## config.mk

```make
export PLATFORM = sky130hd
export DESIGN_NAME = add32_pipe_rv
export DESIGN_NICKNAME = d
export VERILOG_FILES = /design/src/rtl/add32_pipe_rv.sv
export SDC_FILE = /design/constraint.sdc
export NUM_CORES = 1
export LEC_CHECK = 0
export CAP_MARGIN = 20
export CELL_PAD_IN_SITES_DETAIL_PLACEMENT = 1
export CELL_PAD_IN_SITES_GLOBAL_PLACEMENT = 2
export CORE_UTILIZATION = 30
export DETAILED_ROUTE_END_ITERATION = 10
export HOLD_SLACK_MARGIN = 0.1
export PLACE_DENSITY = 0.76
export SYNTH_ARGS = -nofsm -noshare
export SYNTH_HDL_FRONTEND = slang
export SYNTH_SLANG_ARGS = --single-unit
```

## constraint.sdc

```tcl
create_clock -name clk -period 3.3 [get_ports clk]
set_clock_uncertainty 0.1 [all_clocks]
set_input_delay 0.495 -clock clk [delete_from_list [all_inputs] [get_ports clk]]
set_output_delay 0.495 -clock clk [all_outputs]
set_load 0.03 [all_outputs]
```

## src/rtl/add32_pipe_rv.sv

```systemverilog
// Two-stage elastic adder: operand register (p0) feeding a sum register (p1),
// with valid/ready flow control on both sides and a combinational ready path.
module add32_pipe_rv #(
    parameter int WIDTH = 32
) (
    input  logic             clk,
    input  logic             rst,
    input  logic             in_valid,
    output logic             in_ready,
    input  logic [WIDTH-1:0] a,
    input  logic [WIDTH-1:0] b,
    output logic             out_valid,
    input  logic             out_ready,
    output logic [WIDTH-1:0] c,
    output logic             carry,
    output logic [1:0]       occupancy
);

    logic             p0_valid_q, p0_valid_d;
    logic [WIDTH-1:0] p0_a_q, p0_a_d;
    logic [WIDTH-1:0] p0_b_q, p0_b_d;
    logic             p1_valid_q, p1_valid_d;
    logic [WIDTH-1:0] p1_c_q, p1_c_d;
    logic             p1_carry_q, p1_carry_d;

    logic             out_fire;
    logic             p1_load;
    logic             in_fire;
    logic [WIDTH:0]   sum;

    // p0 drains whenever p1 is empty or is handing its result off this cycle.
    assign out_fire = p1_valid_q & out_ready;
    assign p1_load  = p0_valid_q & (~p1_valid_q | out_ready);
    assign in_ready = ~p0_valid_q | p1_load;
    assign in_fire  = in_valid & in_ready;
    assign sum      = {1'b0, p0_a_q} + {1'b0, p0_b_q};

    always_comb begin
        p0_valid_d = p0_valid_q;
        p0_a_d     = p0_a_q;
        p0_b_d     = p0_b_q;
        if (in_fire) begin
            p0_valid_d = 1'b1;
            p0_a_d     = a;
            p0_b_d     = b;
        end else if (p1_load) begin
            p0_valid_d = 1'b0;
        end
    end

    always_comb begin
        p1_valid_d = p1_valid_q;
        p1_c_d     = p1_c_q;
        p1_carry_d = p1_carry_q;
        if (p1_load) begin
            p1_valid_d = 1'b1;
            p1_c_d     = sum[WIDTH-1:0];
            p1_carry_d = sum[WIDTH];
        end else if (out_fire) begin
            p1_valid_d = 1'b0;
        end
    end

    always_ff @(posedge clk or posedge rst) begin
        if (rst) begin
            p0_valid_q <= 1'b0;
            p0_a_q     <= '0;
            p0_b_q     <= '0;
            p1_valid_q <= 1'b0;
            p1_c_q     <= '0;
            p1_carry_q <= 1'b0;
        end else begin
            p0_valid_q <= p0_valid_d;
            p0_a_q     <= p0_a_d;
            p0_b_q     <= p0_b_d;
            p1_valid_q <= p1_valid_d;
            p1_c_q     <= p1_c_d;
            p1_carry_q <= p1_carry_d;
        end
    end

    assign out_valid = p1_valid_q;
    assign c         = p1_c_q;
    assign carry     = p1_carry_q;
    assign occupancy = {1'b0, p0_valid_q} + {1'b0, p1_valid_q};

endmodule

```

==> results by group, run 1 <==
Power
  – Max IR drop VDD: 240.9 µV
  – Power per cell area: 721.0 mW/mm²
  – Leakage: 2.967 nW
  – Total power: 5.138 mW

GRT
  – Final global-route overflow total: 0
  – Vias in the first global route: 4834
  – First-pass GRT wire length: 25.25 mm
  – Initial antenna violation count: 0
  – Tot GR Track Use: 16.64%
  – Largest net degree at the start of global routing: 65

Synth
  – Synthesized instance count: 539
  – Top cell type's share of synthesized area: 44.39%
  – Area of the mapped netlist: 0.005580 mm²
  – Post-synth EDFFs: 0
  – Top cells by area, synth: dfrtp_1, mux2_2, ha_1
  – FFs w/ async S/R, synth: 100.0%
  – Commonest cells in the netlist: dfrtp_1, mux2_2, nand2_1
  – Most frequent cell after synthesis: dfrtp_1
  – Yosys cell types: 56
  – Register area share after synthesis: 44.39%
  – Synth Register Bits: 99
  – Main synth FF type: dfrtp_1
  – Yosys warns: 0
  – Post-synth top area cell: dfrtp_1
  – Mean Syn Cell Area: 10.35 µm²
  – Syn_nets: 641

Place
  – I/O Buffers: 104
  – Placed insts: 849
  – Post-DP HPWL: 11.59 mm
  – RePlAce Congestion: 0.8461
  – Placed instance area: 0.006875 mm²

Floorplanning
  – Boundary Pins: 105
  – Die Wd: 138.4 µm
  – FP Rows: 49
  – Die area: 0.01915 mm²
  – Initial Util: 30.85%
  – Core Area: 0.01809 mm²
  – Die Y: 138.4 µm

Worst setup path
  – CP Max Fanout: 7
  – Crit path capture type: flop
  – Worst R2R Start: p0_a_q[0]
  – Crit Path Class: reg -> reg
  – CP required: 3.49 ns
  – Crit path DAT: 3.01 ns
  – R2R Path End: c[24]
  – Reg2Reg Setup Slack: 0.49 ns
  – Worst R2R Path Depth: 8
  – CP Launch Type: flop

STA
  – TNS Setup: 0 ns
  – Fmax: 355.3 MHz
  – Final slew viol count: 0
  – Slew @ Worst Pin: 0.7132 ns
  – Rel. slew slack: 52.46%
  – RSZ-0062 raised after global routing: no
  – Final worst-path cycle share: 85.29%
  – Final setup violation count: 0
  – Minimum clock period: 2.815 ns
  – Final Hold Violating Endpoints: 0

Hold path
  – WHS Endpoint: c[1]
  – Worst Hold Depth: 2
  – Min-delay worst type: reg -> reg
  – HP Start: c[1]

Finish
  – Fin nets: 733
  – Final Non-Filler Cells: 862
  – Fillcell total: 2012
  – Sequential standard cell area: 0.002477 mm²
  – Fin area: 0.007126 mm²
  – Layout cell share with drive strength beyond 1: 15.17%
  – Area growth, synth to finish: 27.69%
  – Area of the multi-input gates: 0.002964 mm²
  – Util after Layout: 39.40%
  – Diodes inserted: 0

CTS
  – TritonCTS clock tree: done
  – Clock Tree Buf Depth: 2
  – Hold buffer count at CTS: 0
  – CTS Buf Count: 9
  – Post-CTS resize count: 0
  – Clk slew on worst S/H paths: 0.07 ns
  – Clock root cell: clkbuf_16
  – Clk sinks: 99
  – Clock Latency Late Sink: 0.35 ns
  – # H-tree levels: 3
  – Post-CTS Setup Bufs: 0

Route
  – Antenna-violating nets left: 0
  – Total number of vias: 4501
  – Drt initial violations: 193
  – Drt total wl: 15.12 mm
  – Routed len/inst: 17.54 µm
  – Drt drc: 20
  – Vias per cell: 5.222
  – Drt first pass iters: 7

Status
  – Status: finished with violations
  – Violated checks: DRC

Job
  – MaxCap Viol Count: 0
## sequential cells by signal, indices dropped and copies added, names as in the netlist
name / count
c: 32
carry: 1
out_valid: 1
p0_a_q: 32
p0_b_q: 32
p0_valid_q: 1
## worst max path at each step
stage                   start     to  slack, ns  cells past startpoint
floorplan                 rst   c[0]       0.11                      1
detailed placement  p0_a_q[0]  c[24]       0.49                      8
global placement    p0_a_q[0]  c[24]       0.58                      8
global route        p0_a_q[0]  c[24]       0.36                      8
CTS                 p0_a_q[0]  c[24]       0.48                      8
finish              p0_a_q[0]  c[24]       0.49                      8
## through the flow
stage | hold slack (ns) | setup slack (ns)
finish | 0.3771 | 0.4854
global route | 0.4102 | 0.3602
CTS | 0.3815 | 0.4845
detailed placement | 0.3649 | 0.4908
global placement | 0.3626 | 0.5790
floorplan | 0.3836 | 0.1146
## layout by cell type (no fill, tap or decap), types with 4 or more instances in the layout
| cell type | n |
|---|---|
| o211ai_1 | 6 |
| nand3_1 | 16 |
| a211o_1 | 5 |
| clkbuf_16 | 9 |
| nor2_1 | 18 |
| o21a_1 | 5 |
| ha_1 | 33 |
| and3_1 | 5 |
| inv_1 | 8 |
| dfrtp_1 | 99 |
| a21oi_1 | 35 |
| a21o_2 | 4 |
| nand2_1 | 58 |
| nor3_1 | 4 |
| buf_4 | 4 |
| a31oi_1 | 7 |
| xor2_1 | 10 |
| nand4_1 | 13 |
| xnor2_1 | 8 |
| mux2_2 | 65 |
| a211oi_1 | 4 |
| o21ai_0 | 39 |
| nand2b_1 | 6 |
| a21o_1 | 7 |
| clkdlybuf4s50_1 | 104 |
## report_power, final
part,switching [mW],leakage (nW),internal (mW)
registers,0.207,1.17,1.53
logic,1.41,1.68,1.04
clock network,0.432,0.122,0.520
## logic make-up after synthesis
group,after synthesis,share of synthesized area (%)
buf+inv,38,2.578
mux,68,13.65
flops,99,44.39
compound gates,142,16.68
xor+xnor,18,2.825
simple gates,140,12.11
fa+ha+maj,34,7.758
## critical path: stages (launching register included)
cell	delay, ns
dfrtp_1	0.38
ha_1	0.25
fa_1	0.41
a21o_2	0.24
a311o_1	0.39
nand3_1	0.18
nand3_1	0.28
a2111o_1	0.45
nand3_1	0.07
## area by class of cell
| type | instances | share of cell area (%) |
|---|---|---|
| timing repair buffer | 110 | 15.59 |
| inverter | 9 | 0.5092 |
| clock buffer | 13 | 3.512 |
| multi-input combinational | 402 | 41.60 |
| sequential | 99 | 34.77 |
| tap | 229 | 4.021 |
## routing by layer
| metal | track usage, % | wire (µm) | up-vias |
|---|---|---|---|
| li1 | - | - | 2166 |
| met3 | 2.425 | 510 | 15 |
| met1 | 22.09 | 7162 | 2232 |
| met2 | 27.49 | 7184 | 88 |
| met5 | 0 | 0 | - |
| met4 | 6.150 | 259 | 0 |
Power figures use the tool's default switching activity.
==> inputs of run 2 (changes only) <==
--- a/config.mk
+++ b/config.mk
@@ -5,11 +5,14 @@
 export SDC_FILE = /design/constraint.sdc
 export NUM_CORES = 1
 export LEC_CHECK = 0
+export ABC_CLOCK_PERIOD_IN_PS = 3300
 export CAP_MARGIN = 20
 export CELL_PAD_IN_SITES_DETAIL_PLACEMENT = 1
 export CELL_PAD_IN_SITES_GLOBAL_PLACEMENT = 2
 export CORE_UTILIZATION = 30
+export CTS_CLUSTER_SIZE = 16
 export DETAILED_ROUTE_END_ITERATION = 10
+export GPL_TIMING_DRIVEN = 0
 export HOLD_SLACK_MARGIN = 0.1
 export PLACE_DENSITY = 0.76
 export SYNTH_ARGS = -nofsm -noshare
==> results by group, run 2 (synthesized netlist as in run 1, its figures left out) <==
Worst setup path
  – Crit path capture type: flop
  – CP delay by family, top: compound AO/OA/AOI/OAI gates
  – CP Max Fanout: 7 (unchanged)
  – R2R Path End: c[24]
  – Crit Path Class: reg -> reg
  – CP max stage cell: a2111o_1
  – Crit path top cell by count: nand3_1
  – CP Launch Type: flop
  – Crit path launch: p0_a_q[0]
  – Max stage delay on crit path: 0.46 ns (about the same)
  – WP depth: 8 (unchanged)
  – CP required: 3.49 ns (about the same)
  – Reg2Reg Setup Slack: 0.30 ns (-0.19 ns)
  – Crit path buf inv count: 0 (unchanged)
  – CP cell instances: ha_1 -> fa_1 -> a21o_2 -> a311o_1 -> nand3_1 -> nand3_1 -> a2111o_1 -> nand3_1
  – CP endpoint: c[24]
  – Crit path DAT: 3.19 ns (+0.18 ns)
  – Worst R2R Start: p0_a_q[0]
  – Worst R2R Path Depth: 8 (unchanged)

Place
  – RePlAce Congestion: 0.8286 (-2.1%)
  – Post-DP HPWL: 12.58 mm (+8.5%)
  – I/O Buffers: 104 (unchanged)

Finish
  – Most common cell after layout, fill and taps aside: clkdlybuf4s50_1
  – Fin nets: 757 (+3.3%)
  – Layout cell share with drive strength beyond 1: 14.39% (-0.77 points)
  – Util after Layout: 39.97% (+0.57 points)
  – Diodes inserted: 0 (unchanged)
  – Most frequent cells in the layout: clkdlybuf4s50_1, dfrtp_1, mux2_2, nand2_1, o21ai_0
  – Area growth, synth to finish: 29.55%

CTS
  – Clock Tree Buf Depth: 2 (unchanged)
  – CTS Buf Count: 9 (unchanged)
  – TritonCTS clock tree: done
  – Post-CTS Setup Bufs: 0 (unchanged)
  – Clk sinks: 99 (unchanged)
  – Clk slew on worst S/H paths: 0.07 ns (about the same)
  – Post-CTS resize count: 0 (unchanged)
  – # H-tree levels: 3 (unchanged)
  – Hold buffer count at CTS: 0 (unchanged)
  – Clock root cell: clkbuf_16
  – Clock Latency Late Sink: 0.36 ns (about the same)

Hold path
  – Min-delay worst type: reg -> reg
  – Worst Hold Depth: 2 (unchanged)

Route
  – Drt initial violations: 277 (+44%)
  – Drt first pass iters: 8 (+1)
  – Total number of vias: 4646 (+3.2%)
  – Routed len/inst: 18.27 µm (+4.2%)
  – Highest Signal Layer: met4
  – Met3 Wirelength: 490 µm (-3.9%)
  – Drt drc: 20 (unchanged)
  – Vias per cell: 5.226 (about the same)
  – Wire length on met2: 7.798 mm (+8.5%)
  – Antenna-violating nets left: 0 (unchanged)
  – M1 WL: 7.624 mm (+6.5%)
  – Drt total wl: 16.24 mm (+7.4%)

Power
  – Net Sw Power: 2.135 mW (+4.2%)
  – Power per cell area: 728.9 mW/mm² (+1.1%)
  – Clk pwr share: 19.9% (+1.4 points)
  – Leakage: 2.999 nW (+1.1%)
  – Max IR drop VDD: 198.3 µV (-18%)
  – Sequential Power Share: 32.9% (-0.9 points)
  – Internal: 3.135 mW (+1.4%)
  – Net switching fraction of the power: 40.52% (+0.65 points)
  – Combinational group share of total power: 47.2% (-0.5 points)

STA
  – Rel. slew slack: 50.72% (-1.7 points)
  – Final worst-path cycle share: 90.97% (+5.7 points)
  – Final setup violation count: 0 (unchanged)
  – Final slew viol count: 0 (unchanged)
  – Minimum clock period: 3.002 ns (+0.1873 ns)
  – RSZ-0062 raised after global routing: no
  – Slew @ Worst Pin: 0.7392 ns (+0.02603 ns)
  – Fmax: 333.1 MHz (-6.2%)
  – Final Hold Violating Endpoints: 0 (unchanged)
  – TNS Setup: 0 ns (unchanged)

GRT
  – Final global-route overflow total: 0 (unchanged)
  – Largest net degree at the start of global routing: 56 (-14%)
  – Vias in the first global route: 5074 (+5.0%)
  – Initial antenna violation count: 0 (unchanged)
  – Tot GR Track Use: 18.07% (+1.4 points)
  – First-pass GRT wire length: 27.26 mm (+7.9%)

Floorplanning
  – Die Y: 138.4 µm (unchanged)
  – FP Rows: 49 (unchanged)
  – Initial Util: 30.85% (unchanged)
  – Core Area: 0.01809 mm² (unchanged)
  – Boundary Pins: 105 (unchanged)
  – Die Wd: 138.4 µm (unchanged)
  – Die area: 0.01915 mm² (unchanged)

Status
  – Status: finished with violations
  – Violated checks: DRC

Job
  – MaxCap Viol Count: 0 (unchanged)
run 2: cell count changes in the layout (fill, tap and decap cells not counted), sizes merged:
cell / before / now
buf: 6 / 5
clkbuf: 13 / 38
clkinv: 0 / 2
clkinvlp: 0 / 1
run 2: worst reg2reg max path: cells and delay by family, from the launching register on:
family / cells / cell delay [ns]
AND/OR/NAND/NOR: 3 / 0.65
AO/OA/AOI/OAI: 3 / 1.12
adder cells (fa/ha/maj): 2 / 0.67
flip-flops: 1 / 0.38
run 2: layout make-up:
cell class                 instances  area, µm²
tap                              229      286.5
clock inverter                     3      21.27
buffer                            29      110.1
multi-input combinational        402       2959
inverter                           9      36.28
fill                            2025      10860
timing repair buffer             105       1069
sequential                        99       2477
clock buffer                      13      270.3
run 2: power by group through the flow:
stage	sequential [mW]	combinational, mW	clock (mW)
floorplan	2.08	1.21	0
finish	1.73	2.49	1.05
detailed placement	1.76	2.49	0
CTS	1.74	2.50	1.09
global placement	1.75	2.43	0
global route	1.78	2.70	1.13
run 2: metrics by stage:
stage / std cells / setup WS (ns) / hold WS [ns] / area (µm²) / total power, mW
2_1_floorplan: 539 / 0.1146 / 0.3836 / 5580 / 3.289
3_3_place_gp: 872 / -1.412 / 0.3651 / 6908 / 4.174
3_5_place_dp: 873 / 0.3457 / 0.3702 / 6938 / 4.247
4_1_cts: 889 / 0.3232 / 0.3866 / 7229 / 5.325
5_1_grt: 889 / 0.1798 / 0.4137 / 7229 / 5.612
6_report: 889 / 0.2981 / 0.3857 / 7229 / 5.270
run 2: worst min-delay path by stage:
stage          startpoint        end  slack, ns
3_3_place_gp        c[31]      c[31]       0.37
3_5_place_dp         c[1]       c[1]       0.37
6_report             c[1]       c[1]       0.39
2_1_floorplan   p0_b_q[0]  p0_b_q[0]       0.38
5_1_grt             c[21]      c[21]       0.41
4_1_cts              c[1]       c[1]       0.39
run 2: metal layers:
layer  vias to the layer above  track usage (%)
li1                       2206                -
met1                      2335            23.73
met2                        87            30.06
met3                        18            2.286
met4                         0            7.510
met5                         -                0
